--- src/rtl/bitmap_allocator.sv ---
// bitmap_allocator: free-slot bitmap with multi-port, in-order, lowest-index
// allocation and multi-port release. Grants are combinational from the
// registered bitmap. The bitmap update and the free count land on the next edge.

module bitmap_allocator #(
  parameter int WIDTH       = 4,
  parameter int ALLOC_NUM   = 2,
  parameter int RELEASE_NUM = 2
) (
  input  logic                                   clk,
  input  logic                                   rst,
  input  logic [ALLOC_NUM-1:0]                   alloc_req,
  output logic [ALLOC_NUM*$clog2(WIDTH)-1:0]     alloc_index,
  output logic [ALLOC_NUM-1:0]                   alloc_valid,
  input  logic [RELEASE_NUM-1:0]                 release_valid,
  input  logic [RELEASE_NUM*$clog2(WIDTH)-1:0]   release_index,
  input  logic                                   restore_all,
  output logic [$clog2(WIDTH):0]                 free_count,
  output logic                                   empty,
  output logic                                   full
);

  localparam int IDX_W = $clog2(WIDTH);
  localparam int CNT_W = IDX_W + 1;

  logic [WIDTH-1:0]           bitmap_r;
  logic [CNT_W-1:0]           free_count_r;
  logic                       empty_r;
  logic                       full_r;
  logic [WIDTH-1:0]           grant_mask_s;
  logic [ALLOC_NUM-1:0]       alloc_valid_s;
  logic [ALLOC_NUM*IDX_W-1:0] alloc_index_s;
  logic [WIDTH-1:0]           release_mask_s;
  logic [WIDTH-1:0]           bitmap_next_s;
  logic [CNT_W-1:0]           count_next_s;

  function automatic logic [CNT_W-1:0] popcount(input logic [WIDTH-1:0] vec);
    logic [CNT_W-1:0] cnt;
    cnt = {CNT_W{1'b0}};
    for (int i = 0; i < WIDTH; i++) begin
      cnt = cnt + {{(CNT_W-1){1'b0}}, vec[i]};
    end
    return cnt;
  endfunction

  // Walk the requesting ports in order, handing each the lowest remaining free slot.
  always_comb begin : grant_logic
    logic [WIDTH-1:0] avail;
    logic             found;
    avail         = bitmap_r;
    found         = 1'b0;
    grant_mask_s  = {WIDTH{1'b0}};
    alloc_valid_s = {ALLOC_NUM{1'b0}};
    alloc_index_s = {(ALLOC_NUM*IDX_W){1'b0}};
    for (int p = 0; p < ALLOC_NUM; p++) begin
      found = 1'b0;
      for (int s = 0; s < WIDTH; s++) begin
        if (!rst && alloc_req[p] && !found && avail[s]) begin
          found                            = 1'b1;
          avail[s]                         = 1'b0;
          grant_mask_s[s]                  = 1'b1;
          alloc_valid_s[p]                 = 1'b1;
          alloc_index_s[p*IDX_W +: IDX_W]  = IDX_W'(s);
        end else begin
          found = found;
        end
      end
    end
  end

  // Collect released slots; only currently-busy slots count, duplicates merge.
  always_comb begin
    release_mask_s = {WIDTH{1'b0}};
    for (int r = 0; r < RELEASE_NUM; r++) begin
      if (release_valid[r]) begin
        release_mask_s[release_index[r*IDX_W +: IDX_W]] = 1'b1;
      end else begin
        release_mask_s = release_mask_s;
      end
    end
    release_mask_s = release_mask_s & ~bitmap_r;
  end

  // Next bitmap: restore_all wins, otherwise clear grants and set releases.
  always_comb begin
    if (restore_all) begin
      bitmap_next_s = {WIDTH{1'b1}};
    end else begin
      bitmap_next_s = (bitmap_r & ~grant_mask_s) | release_mask_s;
    end
    count_next_s = popcount(bitmap_next_s);
  end

  // State register: bitmap plus the status flags derived from the next bitmap.
  always_ff @(posedge clk or posedge rst) begin
    if (rst) begin
      bitmap_r     <= {WIDTH{1'b1}};
      free_count_r <= CNT_W'(WIDTH);
      empty_r      <= 1'b0;
      full_r       <= 1'b1;
    end else begin
      bitmap_r     <= bitmap_next_s;
      free_count_r <= count_next_s;
      empty_r      <= (count_next_s == {CNT_W{1'b0}});
      full_r       <= (count_next_s == CNT_W'(WIDTH));
    end
  end

  assign alloc_valid = alloc_valid_s;
  assign alloc_index = alloc_index_s;
  assign free_count  = free_count_r;
  assign empty       = empty_r;
  assign full        = full_r;

  bitmap_allocator_chk #(
    .WIDTH       (WIDTH),
    .RELEASE_NUM (RELEASE_NUM)
  ) u_chk (
    .clk           (clk),
    .rst           (rst),
    .bitmap        (bitmap_r),
    .release_valid (release_valid),
    .release_index (release_index),
    .restore_all   (restore_all)
  );

endmodule

// Simulation checker: flags any release of a slot that is already free.
module bitmap_allocator_chk #(
  parameter int WIDTH       = 4,
  parameter int RELEASE_NUM = 2
) (
  input logic                                 clk,
  input logic                                 rst,
  input logic [WIDTH-1:0]                     bitmap,
  input logic [RELEASE_NUM-1:0]               release_valid,
  input logic [RELEASE_NUM*$clog2(WIDTH)-1:0] release_index,
  input logic                                 restore_all
);

  localparam int IDX_W = $clog2(WIDTH);

  logic        bad_release_s;
  int unsigned bad_release_cnt;

  // Any port releasing a slot that the bitmap already marks free.
  always_comb begin
    bad_release_s = 1'b0;
    for (int r = 0; r < RELEASE_NUM; r++) begin
      if (release_valid[r] && bitmap[release_index[r*IDX_W +: IDX_W]]) begin
        bad_release_s = 1'b1;
      end else begin
        bad_release_s = bad_release_s;
      end
    end
  end

  // Report and count each cycle carrying an invalid release.
  always_ff @(posedge clk or posedge rst) begin
    if (rst) begin
      bad_release_cnt <= 0;
    end else if (!restore_all) begin
      assert (!bad_release_s) else $warning("release of an already-free slot ignored");
      if (bad_release_s) begin
        bad_release_cnt <= bad_release_cnt + 1;
      end
    end
  end

endmodule

--- config.mk ---
export PLATFORM = sky130hd
export DESIGN_NAME = bitmap_allocator
export DESIGN_NICKNAME = d
export VERILOG_FILES = /design/src/rtl/bitmap_allocator.sv
export SDC_FILE = /design/constraint.sdc
export NUM_CORES = 1
export LEC_CHECK = 0
export CORE_UTILIZATION = 48
export DETAILED_ROUTE_END_ITERATION = 6
export PLACE_DENSITY = 0.82
export SETUP_SLACK_MARGIN = 0.5
export SYNTH_ARGS = -nofsm -noshare
export SYNTH_HDL_FRONTEND = slang
export SYNTH_SLANG_ARGS = --single-unit
export TNS_END_PERCENT = 50
--- constraint.sdc ---
create_clock -name clk -period 5.44 [get_ports clk]
set_input_delay 1.088 -clock clk [delete_from_list [all_inputs] [get_ports clk]]
set_output_delay 1.088 -clock clk [all_outputs]
set_load 0.05 [all_outputs]
* After elaboration in Yosys (flattened, before gate mapping)
Cells that the tools add are included.
Widths: inputs -> output; s select.
** Cells by class
- Mux-type cells :: 32
- Add/subtract/negate cells :: 3
- Bitwise operators :: 6
- Order comparisons :: 4
- Reductions and logical operators :: 26
- Equal/unequal tests :: 1
** Operator list (count)
- $mux 1 :: 23
- $logic_and 1x1->1 :: 18
- $mux 4 :: 3
- $and 4x4->4 :: 2
- $mux 2 :: 4
- $not 4->4 :: 2
- $or 4x4->4 :: 2
- $logic_not 1->1 :: 7
- $lt 2x3->1 const B :: 2
- $demux 1 s2 :: 2
- $ge 2x1->1 const B :: 2
- $add 2x1->3 :: 1
- $add 3x1->3 :: 1
- $eq 3x3->1 const B :: 1
- $logic_not 3->1 :: 1
- $add 1x1->2 :: 1
** Storage, ports and cells
- Logic and storage cells :: 76
- Output and inout port bits :: 11
- Register bits :: 9

* Depth between registers and ports, before layout
Gate-level depths: netlist of run 1.
- Depth after elaboration :: 26
- Gate-level depth with buffers :: 8

* Worst setup path after synthesis of run 1
OpenSTA, ideal clock, no wires.
- Kind :: input to output
- Start point :: input port rst
- End point :: output port alloc_index[3]
- Arrival :: 2608 ps
- Cell stages on the path :: 4
- Data required time :: 4352 ps
- Setup slack :: 1744 ps
- Cells stage by stage :: buf_4 -> nand2b_2 -> o22ai_1 -> a2111oi_2
** On the way
- Word-level cells in the longest chain between the ends :: 18
- Elaborated cells between the ends (all ways) :: 35
** RTL lines
- start: declaration :: RTL line 11 : input logic rst,
- $logic_not 1->1 (no source line) *
- $logic_and 1x1->1 (2 in series) :: RTL line 58 : if (!rst && alloc_req[p] && !found && avail[s]) begin
- $mux 1 :: RTL line 58
- $logic_and 1x1->1 / $logic_not 1->1 (equally long branches) :: RTL line 58
- $mux 1 / $logic_and 1x1->1 (equally long branches) :: RTL line 58
- $logic_not 1->1 / $logic_and 1x1->1 (equally long branches) :: RTL line 58
- $logic_and 1x1->1 / $mux 1 (equally long branches) :: RTL line 58
- $logic_and 1x1->1 / $logic_not 1->1 (equally long branches) :: RTL line 58
- $mux 1 / $logic_and 1x1->1 (equally long branches) :: RTL line 58
- $logic_not 1->1 / $logic_and 1x1->1 (equally long branches) :: RTL line 58
- $logic_and 1x1->1 / $mux 1 (equally long branches) :: RTL line 58
- $logic_and 1x1->1 / $logic_not 1->1 (equally long branches) :: RTL line 58
- $mux 1 / $logic_and 1x1->1 (equally long branches) :: RTL line 58
- $logic_not 1->1 / $logic_and 1x1->1 (equally long branches) :: RTL line 58
- $logic_and 1x1->1 / $mux 1 (equally long branches) :: RTL line 58
- $logic_and 1x1->1 :: RTL line 58
- $mux 2 * :: RTL line 58
- end: declaration :: RTL line 13 : output logic [ALLOC_NUM*$clog2(WIDTH)-1:0] alloc_index,
Every way passes the cells marked *; elsewhere a longest branch is shown, timed or not.

* Worst setup path in the final report of run 1
Ends and elaborated chain as after synthesis.

==> metrics, run 1 <==
status complete, no violations; r2r worst-path depth 7; Worst Hold Slack ~660 ps; sequential share of the synthesized area 0.337; post-route setup slack around 1100 ps; port bufs 21; Max rail drop VDD 0.213 mV; die height approximately 40 um; Placed Cells 109; final std cells w/o fill 113; residual overflow from global routing 0; worst slew pin tran approximately 500 ps; CP arrival roughly 3300 ps; combinational fraction of design power 0.408; part of the cycle the worst path needs 0.804; CTS buffer count 3; vias per cell a little over 6; dpl hpwl 1180 um; H-tree depth 1; Max Freq around 0.23 GHz; Rows 13; Antenna Cells 0; CTS Root Cell clkbuf_4; Final Critical Period 4370 ps; clk_skew approximately 3.7 ps; Layout area overhead 33.0%; Max Cap Viol 0; Hold Fails Final Rpt 0; pre-CTS WS around 1100 ps; switching power approximately 0.089 mW; die width 39.9 um; Clock Sinks 9; vias in the first global route roughly 550; RR Endpoint full$_DFF_PP1_; CTS tree done; Tot GR Track Use 0.214; wirelength, routed about 1500 um; sw frac 0.381; Mapped Cells 78; Filler cells 113; first-pass GRT wire length ~2300 um; Vias 685; WL/cell between 10 and 15 um; DRC errors left 0; final layout net count approximately 110; CTS Hold Bufs 0; syn nets 92; antenna viol nets, final 0; routability congestion estimate 0.850; fin. max-slew vios 0; Worst-Skew Late Latency approximately 260 ps; drt pass-1 iters 4; Avg Cell Area, Syn between 8 and 9 um^2; Internal about 0.14 mW; initial antenna violation count 0; IO Pins 22; share of layout cells above drive strength 1 0.163; CP Max Fanout 9; full die area 1590 um^2; unrepaired setup endpoints after global routing false; Iteration-0 DRC Markers 18; power share of the clock group 0.219; register bit count reported by yosys 9; setup_tns 0 ps; post-synth cell types 35; Cells on Worst Hold Path 2; min-delay src bitmap_r[0]$_DFF_PP1_; Clock Path Buffers 2; Power, Total 0.233 mW; slew margin rel. 0.666; Lkg Pwr 0.365 nW; Seq pwr share 0.373; post-CTS setup buffer count 0; synthesized area roughly 690 um^2; Crit. End Element primary output; Post-synth EDFFs 0; worst r2r src bitmap_r[1]$_DFF_PP1_; Resize count post-CTS 0; Final setup viols 0; startpoint class of the critical path input port; Initial Util 0.524; crit path kind in -> out; hold endpoint bitmap_r[3]$_DFF_PP1_; Top FF cell, synth dfstp_2; worst hold path class reg -> reg; Async S/R FF share, synth 1.00; FF-to-FF setup slack slightly below 3000 ps; largest net degree at the start of global routing 12; PwrDens ~250 nW/um^2; Critical Path RT 4350 ps; Clock transition at path regs ~60 ps; Ys Warns 0; CORE AREA ~1300 um^2
## kinds of logic after synthesis
kind of cell	after synthesis	synth area share
flip-flops	9	0.337
AND/OR/NAND/NOR	31	0.252
AO/OA/AOI/OAI	21	0.236
buffers and inverters	12	0.0779
adder cells (fa/ha/maj)	5	0.0978
## sequential cells by signal, summed over array words and instances, names as in the netlist
register,cells
bitmap_r,4
full,1
free_count,3
empty,1
## metrics by stage
step / cell area (um^2) / util
4_1_cts: 918 / 0.697
3_3_place_gp: 892 / 0.677
2_1_floorplan: 691 / -
6_report: 918 / 0.697
5_1_grt: 918 / 0.697
3_5_place_dp: 892 / 0.677
## cells in the mapped netlist, types with 2 or more instances
cell | count | area (um^2)
nor3_1 | 7 | 35.0
dfstp_2 | 6 | 158
inv_1 | 6 | 22.5
buf_2 | 4 | 20.0
nand2_1 | 4 | 15.0
nor2_1 | 4 | 15.0
nor2b_1 | 4 | 25.0
a31oi_1 | 3 | 18.8
dfrtp_1 | 3 | 75.1
nor3b_1 | 3 | 22.5
o21bai_1 | 3 | 22.5
o221ai_1 | 3 | 26.3
a21oi_1 | 2 | 10.0
ha_1 | 2 | 25.0
maj3_2 | 2 | 22.5
o21ai_0 | 2 | 10.0
o22ai_1 | 2 | 12.5
## per-layer routing
| layer | vias to the layer above | track usage | wire (um) |
|---|---|---|---|
| met2 | 31 | 0.335 | 731 |
| met5 | - | 0 | 0 |
| met3 | 0 | 0.0667 | 91 |
| li1 | 330 | - | - |
| met4 | 0 | 0.0259 | 0 |
| met1 | 324 | 0.296 | 668 |
## placed cells by master, fill, tap and decap left out, types with 3 or more instances in the layout
master and instances:
a31oi_1 3, clkbuf_4 3, clkdlybuf4s50_1 21, dfrtp_1 3, dfstp_2 6, inv_1 6
nand2_1 4, nor2_1 4, nor2b_1 4, nor3_1 7, nor3b_1 3, o21bai_1 3
o221ai_1 3
## power groups by stage
stage / clock, mW / combinational, mW / sequential, mW
after floorplan: 0 / 0.0352 / 0.114
after global placement: 0 / 0.0944 / 0.0873
after detailed placement: 0 / 0.0952 / 0.0879
after CTS: 0.0510 / 0.0955 / 0.0867
after global routing: 0.0553 / 0.101 / 0.0880
final: 0.0510 / 0.0951 / 0.0867
## how the worst max path moves through the flow
stage               from        endpoint  cells past startpoint
finish               rst  alloc_index[3]                      5
global route         rst  alloc_index[3]                      5
CTS                  rst  alloc_index[3]                      5
detailed placement   rst  alloc_index[3]                      5
global placement     rst  alloc_index[3]                      5
floorplan            rst  alloc_index[3]                      4
## layout make-up
cell class / count / area, um^2 / share of cell area
clock buffer: 4 / 26.3 / 0.0286
inverter: 7 / 26.3 / 0.0286
multi-input combinational: 57 / 404 / 0.440
sequential: 9 / 233 / 0.253
tap: 15 / 18.8 / 0.0204
timing repair buffer: 21 / 210 / 0.229
## worst max-delay path, cell delays in order
cell	delay [ps]
clkdlybuf4s50_1	640
nand2b_2	260
o22ai_1	100
a2111oi_2	350
clkdlybuf4s50_1	850
No activity file was read; power rests on OpenSTA's default activity.
==> run 2, diff against run 1 <==
CORE_UTILIZATION = 40   (was 48)
PLACE_DENSITY = 0.73   (was 0.82)
clock period = 3.6 ns   (was 5.44 ns; I/O delays follow)
==> run 2 against run 1 <==
  * The run now ends with design-rule violations left
  * Sequential share of layout area fell by 0.61 points
  * Die area up 19%
  * Via count fell by 0.29%
  * Critical path type unchanged
  * Highest routed layer unchanged
==> metrics, run 2 (synthesized netlist as in run 1, its figures left out) <==
post-route setup slack 596 ps (-469 ps); Layout Utilization 0.604 (-0.0935); slew margin rel. 0.670 (+0.00397); M1 GR Usage 0.293 (-0.00290); share of layout cells above drive strength 1 0.232 (+0.0691); crit path kind in -> out; FF-to-FF setup slack 1080 ps (-1850 ps); Clock Path Buffers 2 (unchanged); CTS Root Cell clkbuf_4; pre-CTS WS 412 ps (-649 ps); routability congestion estimate 0.836 (-1.6%); GRT Max-Usage Layer met1; Max Cap Viol 0 (unchanged); Max Freq 0.333 GHz; largest net degree at the start of global routing 12 (unchanged); worst hold path class reg -> reg; H-tree depth 1 (unchanged); Iteration-0 DRC Markers 38 (+20); Lkg Pwr 0.388 nW (+6.5%); startpoint class of the critical path input port; Hold Fails Final Rpt 0 (unchanged); PwrDens 375 nW/um^2 (+48%); residual overflow from global routing 0 (unchanged); clk_skew 1.47 ps (-2.25 ps); CP Max Fanout 8 (-1); Rows 14 (+1); Worst-Skew Late Latency 250 ps (about the same); drt pass-1 iters 7 (+3); WL/cell 13.6 um (+3.1%); antenna viol nets, final 0 (unchanged); CTS buffer count 3 (unchanged); die width 43.6 um (+9.1%); IO Pins 22 (unchanged); Largest register FFs 4 (unchanged); DP Area 913 um^2 (+2.4%); CTS Hold Bufs 0 (unchanged); Initial Util 0.443 (-0.0812); Critical Path RT 2880 ps (-1470 ps); met3 Usage GRT 0.0167 (-0.0500); commonest non-fill, non-tap cell in the layout clkdlybuf4s50_1; Final Critical Period 3000 ps; Final Instance Area 941 um^2 (+2.5%); first-pass GRT wire length 2670 um (+18%); CORE AREA 1560 um^2 (+18%); Largest Register bitmap_r; final layout net count 114 (+0.88%); port bufs 21 (unchanged); final std cells w/o fill 115 (+1.8%); Clock Sinks 9 (unchanged); worst slew pin tran 493 ps (-5.94 ps); Power, Total 0.353 mW (+52%); Antenna Cells 0 (unchanged); DRC errors left 2 (+2); die height 43.6 um (+9.1%); multi-input logic area 407 um^2 (+0.62%); Final setup viols 0 (unchanged); CTS tree done; unrepaired setup endpoints after global routing false; status complete, but fails checks; wirelength, routed 1570 um (+5.0%); Tot GR Track Use 0.182 (-0.0317); Filler cells 150 (+33%); vias in the first global route 615 (+13%); Clock transition at path regs 60 ps (about the same); full die area 1900 um^2 (+19%); Placed Cells 111 (+1.8%); dpl hpwl 1200 um (+2.1%); part of the cycle the worst path needs 0.834; commonest cells after routing, fill and taps aside 15 x clkdlybuf4s50_1, 7 x nor3_1, 6 x inv_1, 6 x dfstp_2; failing checks design-rule violations; FF+latch area 233 um^2 (unchanged); vias per cell 5.94 (-2.0%); Worst Hold Slack 672 ps (+11.6 ps); met2 Usage GRT 0.257 (-0.0780); Vias 683 (-0.29%); Crit. End Element primary output; Max rail drop VDD 0.208 mV (-2.4%); setup_tns 0 ps (unchanged); initial antenna violation count 0 (unchanged); Layout area overhead 36.2%; CP arrival 2280 ps (-1010 ps); fin. max-slew vios 0 (unchanged)
## run 2: area by class of cell
class | count | share of cell area
Multi-Input combinational cell | 57 | 0.432
Sequential cell | 9 | 0.247
Timing Repair Buffer | 22 | 0.243
Clock buffer | 4 | 0.0279
Inverter | 7 | 0.0279
Tap cell | 16 | 0.0213
## run 2: where the power goes
part	internal (mW)	total, mW	switching, mW
clock network	0.0425	0.0744	0.0319
registers	0.121	0.132	0.0101
logic	0.0561	0.147	0.0908
## run 2: path summary, 6_finish.rpt
| check | cells past startpoint | end | startpoint |
|---|---|---|---|
| setup / recovery | 5 | alloc_index[3] | alloc_req[0] |
| hold / removal | 2 | bitmap_r[3]$_DFF_PP1_ | bitmap_r[0]$_DFF_PP1_ |
| setup reg to reg | 7 | full$_DFF_PP1_ | bitmap_r[1]$_DFF_PP1_ |
| hold reg to reg | 2 | bitmap_r[3]$_DFF_PP1_ | bitmap_r[0]$_DFF_PP1_ |
| max in group asynchronous | 3 | bitmap_r[2]$_DFF_PP1_ | rst |
| min in group asynchronous | 3 | empty$_DFF_PP0_ | rst |
## run 2: layer usage
layer  part of all wire  vias to the layer above
li1                   -                      330
met4                  0                        0
met1               0.47                      321
met5                  0                        -
met3              0.047                        0
met2               0.48                       32
## run 2: worst max-delay path, stage by stage
cell             delay, ps
clkdlybuf4s50_1        620
inv_1                   90
maj3_2                 320
a2111oi_2              330
buf_12                 190
## run 2: timing repair
action	in CTS	in global routing
buffers inserted	0	0
setup endpoints to repair	1	2
resized for setup	1	1
==> run 3, diff against run 2 <==
CORE_UTILIZATION = 44   (was 40)
PLACE_DENSITY = 0.77   (was 0.73)
clock period = 2.9 ns   (was 3.6 ns; I/O delays follow)
==> run 3 against run 2 <==
  * The run now ends clean
  * Non-clock buffer count increased by 19
  * Utilization increased by 31 points
  * Clock-buffer cell count decreased by 1
  * Clock skew increased by 16 ps
  * Highest routed layer is now met4
==> metrics, run 3 (synthesized netlist as in run 1, its figures left out) <==
status complete, no violations; Lkg Pwr 0.534 nW (+38%); Crit. End Element primary output; Largest register FFs 4 (unchanged); worst r2r src bitmap_r[0]$_DFF_PP1_; Rows 13 (-1); part of the cycle the worst path needs 0.834; Iteration-0 DRC Markers 24 (-37%); Max rail drop VDD 0.344 mV (+65%); Clock transition at path regs 80 ps (+20 ps); residual overflow from global routing 0 (unchanged); dpl hpwl 1290 um (+7.5%); die height 41.6 um (-4.4%); initial antenna violation count 0 (unchanged); Largest Register bitmap_r; switching power 0.210 mW (+58%); DP Area 1010 um^2 (+11%); final layout net count 133 (+17%); crit path kind in -> out; WL/cell 21.2 um (+56%); Tot GR Track Use 0.250 (+0.0683); routability congestion estimate 0.902 (+7.9%); IO Pins 22 (unchanged); CTS buffer count 3 (unchanged); Hold Fails Final Rpt 0 (unchanged); RR Endpoint empty$_DFF_PP0_; power share of the clock group 0.214 (+0.003); Max Cap Viol 0 (unchanged); vias in the first global route 723 (+18%); Filler cells 53 (-65%); CP arrival 1840 ps (-440 ps); first-pass GRT wire length 3220 um (+20%); CTS Hold Bufs 0 (unchanged); combinational fraction of design power 0.469 (+0.053); Critical Path RT 2320 ps (-560 ps); Seq pwr share 0.317 (-0.056); clk_skew 17.0 ps (+15.5 ps); vias per cell 6.32 (+6.3%); largest net degree at the start of global routing 12 (unchanged); Final setup viols 0 (unchanged); Final Critical Period 2420 ps; Setup crit start alloc_req[1]; CTS tree done; Antenna Cells 0 (unchanged); slew margin rel. 0.654 (-0.0162); full die area 1730 um^2 (-8.7%); PwrDens 409 nW/um^2 (+9.0%); commonest non-fill, non-tap cell in the layout buf_4; share of layout cells above drive strength 1 0.508 (+0.276); Clock Path Buffers 2 (unchanged); fin. max-slew vios 0 (unchanged); unrepaired setup endpoints after global routing true; die width 41.6 um (-4.4%); Internal 0.304 mW (+38%); sw frac 0.409 (+0.0329); r2r worst-path depth 7 (unchanged); worst slew pin tran 518 ps (+24.2 ps); CTS Root Cell clkbuf_4; antenna viol nets, final 0 (unchanged); worst hold path class in -> async; Layout Utilization 0.910 (+0.306); Max Freq about 0.41 GHz; Worst-Skew Late Latency 290 ps (+40 ps); CP Max Fanout 5 (-3); DRC errors left 0 (-2); CP endpoint alloc_index[2]; wirelength, routed 2830 um (+81%); Clock Sinks 9 (unchanged); FF-to-FF setup slack 520 ps (-560 ps); port bufs 21 (unchanged); Final Instance Area 1260 um^2 (+34%); CORE AREA 1380 um^2 (-11%); commonest cells after routing, fill and taps aside 16 x buf_4, 8 x dlygate4sd2_1, 6 x dfstp_2, 6 x buf_12; drt pass-1 iters 4 (-3); startpoint class of the critical path input port; Initial Util 0.500 (+0.0565); Layout area overhead 82.1%; Vias 840 (+23%); H-tree depth 1 (unchanged)
==> run 3: through the flow <==
| stage | hold slack [ps] | setup slack [ps] | instances | TNS [ps] | power, mW |
|---|---|---|---|---|---|
| after global placement | 653 | -31.2 | 115 | -35.6 | 0.358 |
| final | 379 | 482 | 133 | 0 | 0.514 |
| after global routing | 413 | 408 | 133 | 0 | 0.535 |
| after detailed placement | 657 | -85.6 | 115 | -153 | 0.361 |
| after floorplan | 563 | 276 | 78 | 0 | 0.281 |
| after CTS | 580 | 475 | 122 | 0 | 0.476 |
==> run 3: layout make-up <==
type	instances	area [um^2]	area share
clock buffers	3	22.5	0.0179
clock inverters	1	5.00	0.00398
inverters	7	26.3	0.0209
multi-input cells	57	515	0.410
flip-flops and latches	9	233	0.185
well taps	15	18.8	0.0149
repair buffers	41	437	0.347
==> run 3: power groups by stage <==
stage / sequential, mW / clock [mW] / combinational (mW)
2_1_floorplan: 0.214 / 0 / 0.0677
3_3_place_gp: 0.164 / 0 / 0.194
3_5_place_dp: 0.164 / 0 / 0.197
4_1_cts: 0.163 / 0.100 / 0.213
5_1_grt: 0.164 / 0.117 / 0.253
6_report: 0.163 / 0.110 / 0.241
==> run 3: how the worst min path moves through the flow <==
stage	from	to	slack (ps)
3_5_place_dp	bitmap_r[0]$_DFF_PP1_	bitmap_r[3]$_DFF_PP1_	660
4_1_cts	rst	free_count[0]$_DFF_PP0_	580
6_report	rst	free_count[1]$_DFF_PP0_	380
2_1_floorplan	rst	empty$_DFF_PP0_	560
3_3_place_gp	bitmap_r[0]$_DFF_PP1_	bitmap_r[3]$_DFF_PP1_	650
5_1_grt	rst	free_count[1]$_DFF_PP0_	410
==> run 3: timing repair <==
item / in CTS / in global routing
gates resized for setup: 23 / 14
buffers inserted: 3 / 11
endpoints found under the setup margin: 9 / 7
pin swaps: 5 / 6
==> run 3: metal layers <==
layer  up-vias  routed length (um)  share of wire  global-route usage
li1        369                   -              -                   -
met1       396                1100           0.39               0.319
met2        66                1430           0.51               0.369
met3         9                 227          0.080              0.0826
met4         0                  74          0.026               0.142
met5         -                   0              0                   0
==> run 3: critical path, cell delays in order <==
cell and delay, ps:
dlygate4sd2_1 310, buf_4 150, nor2b_2 200, o21ai_0 130, a31oi_1 160, bufbuf_16 300
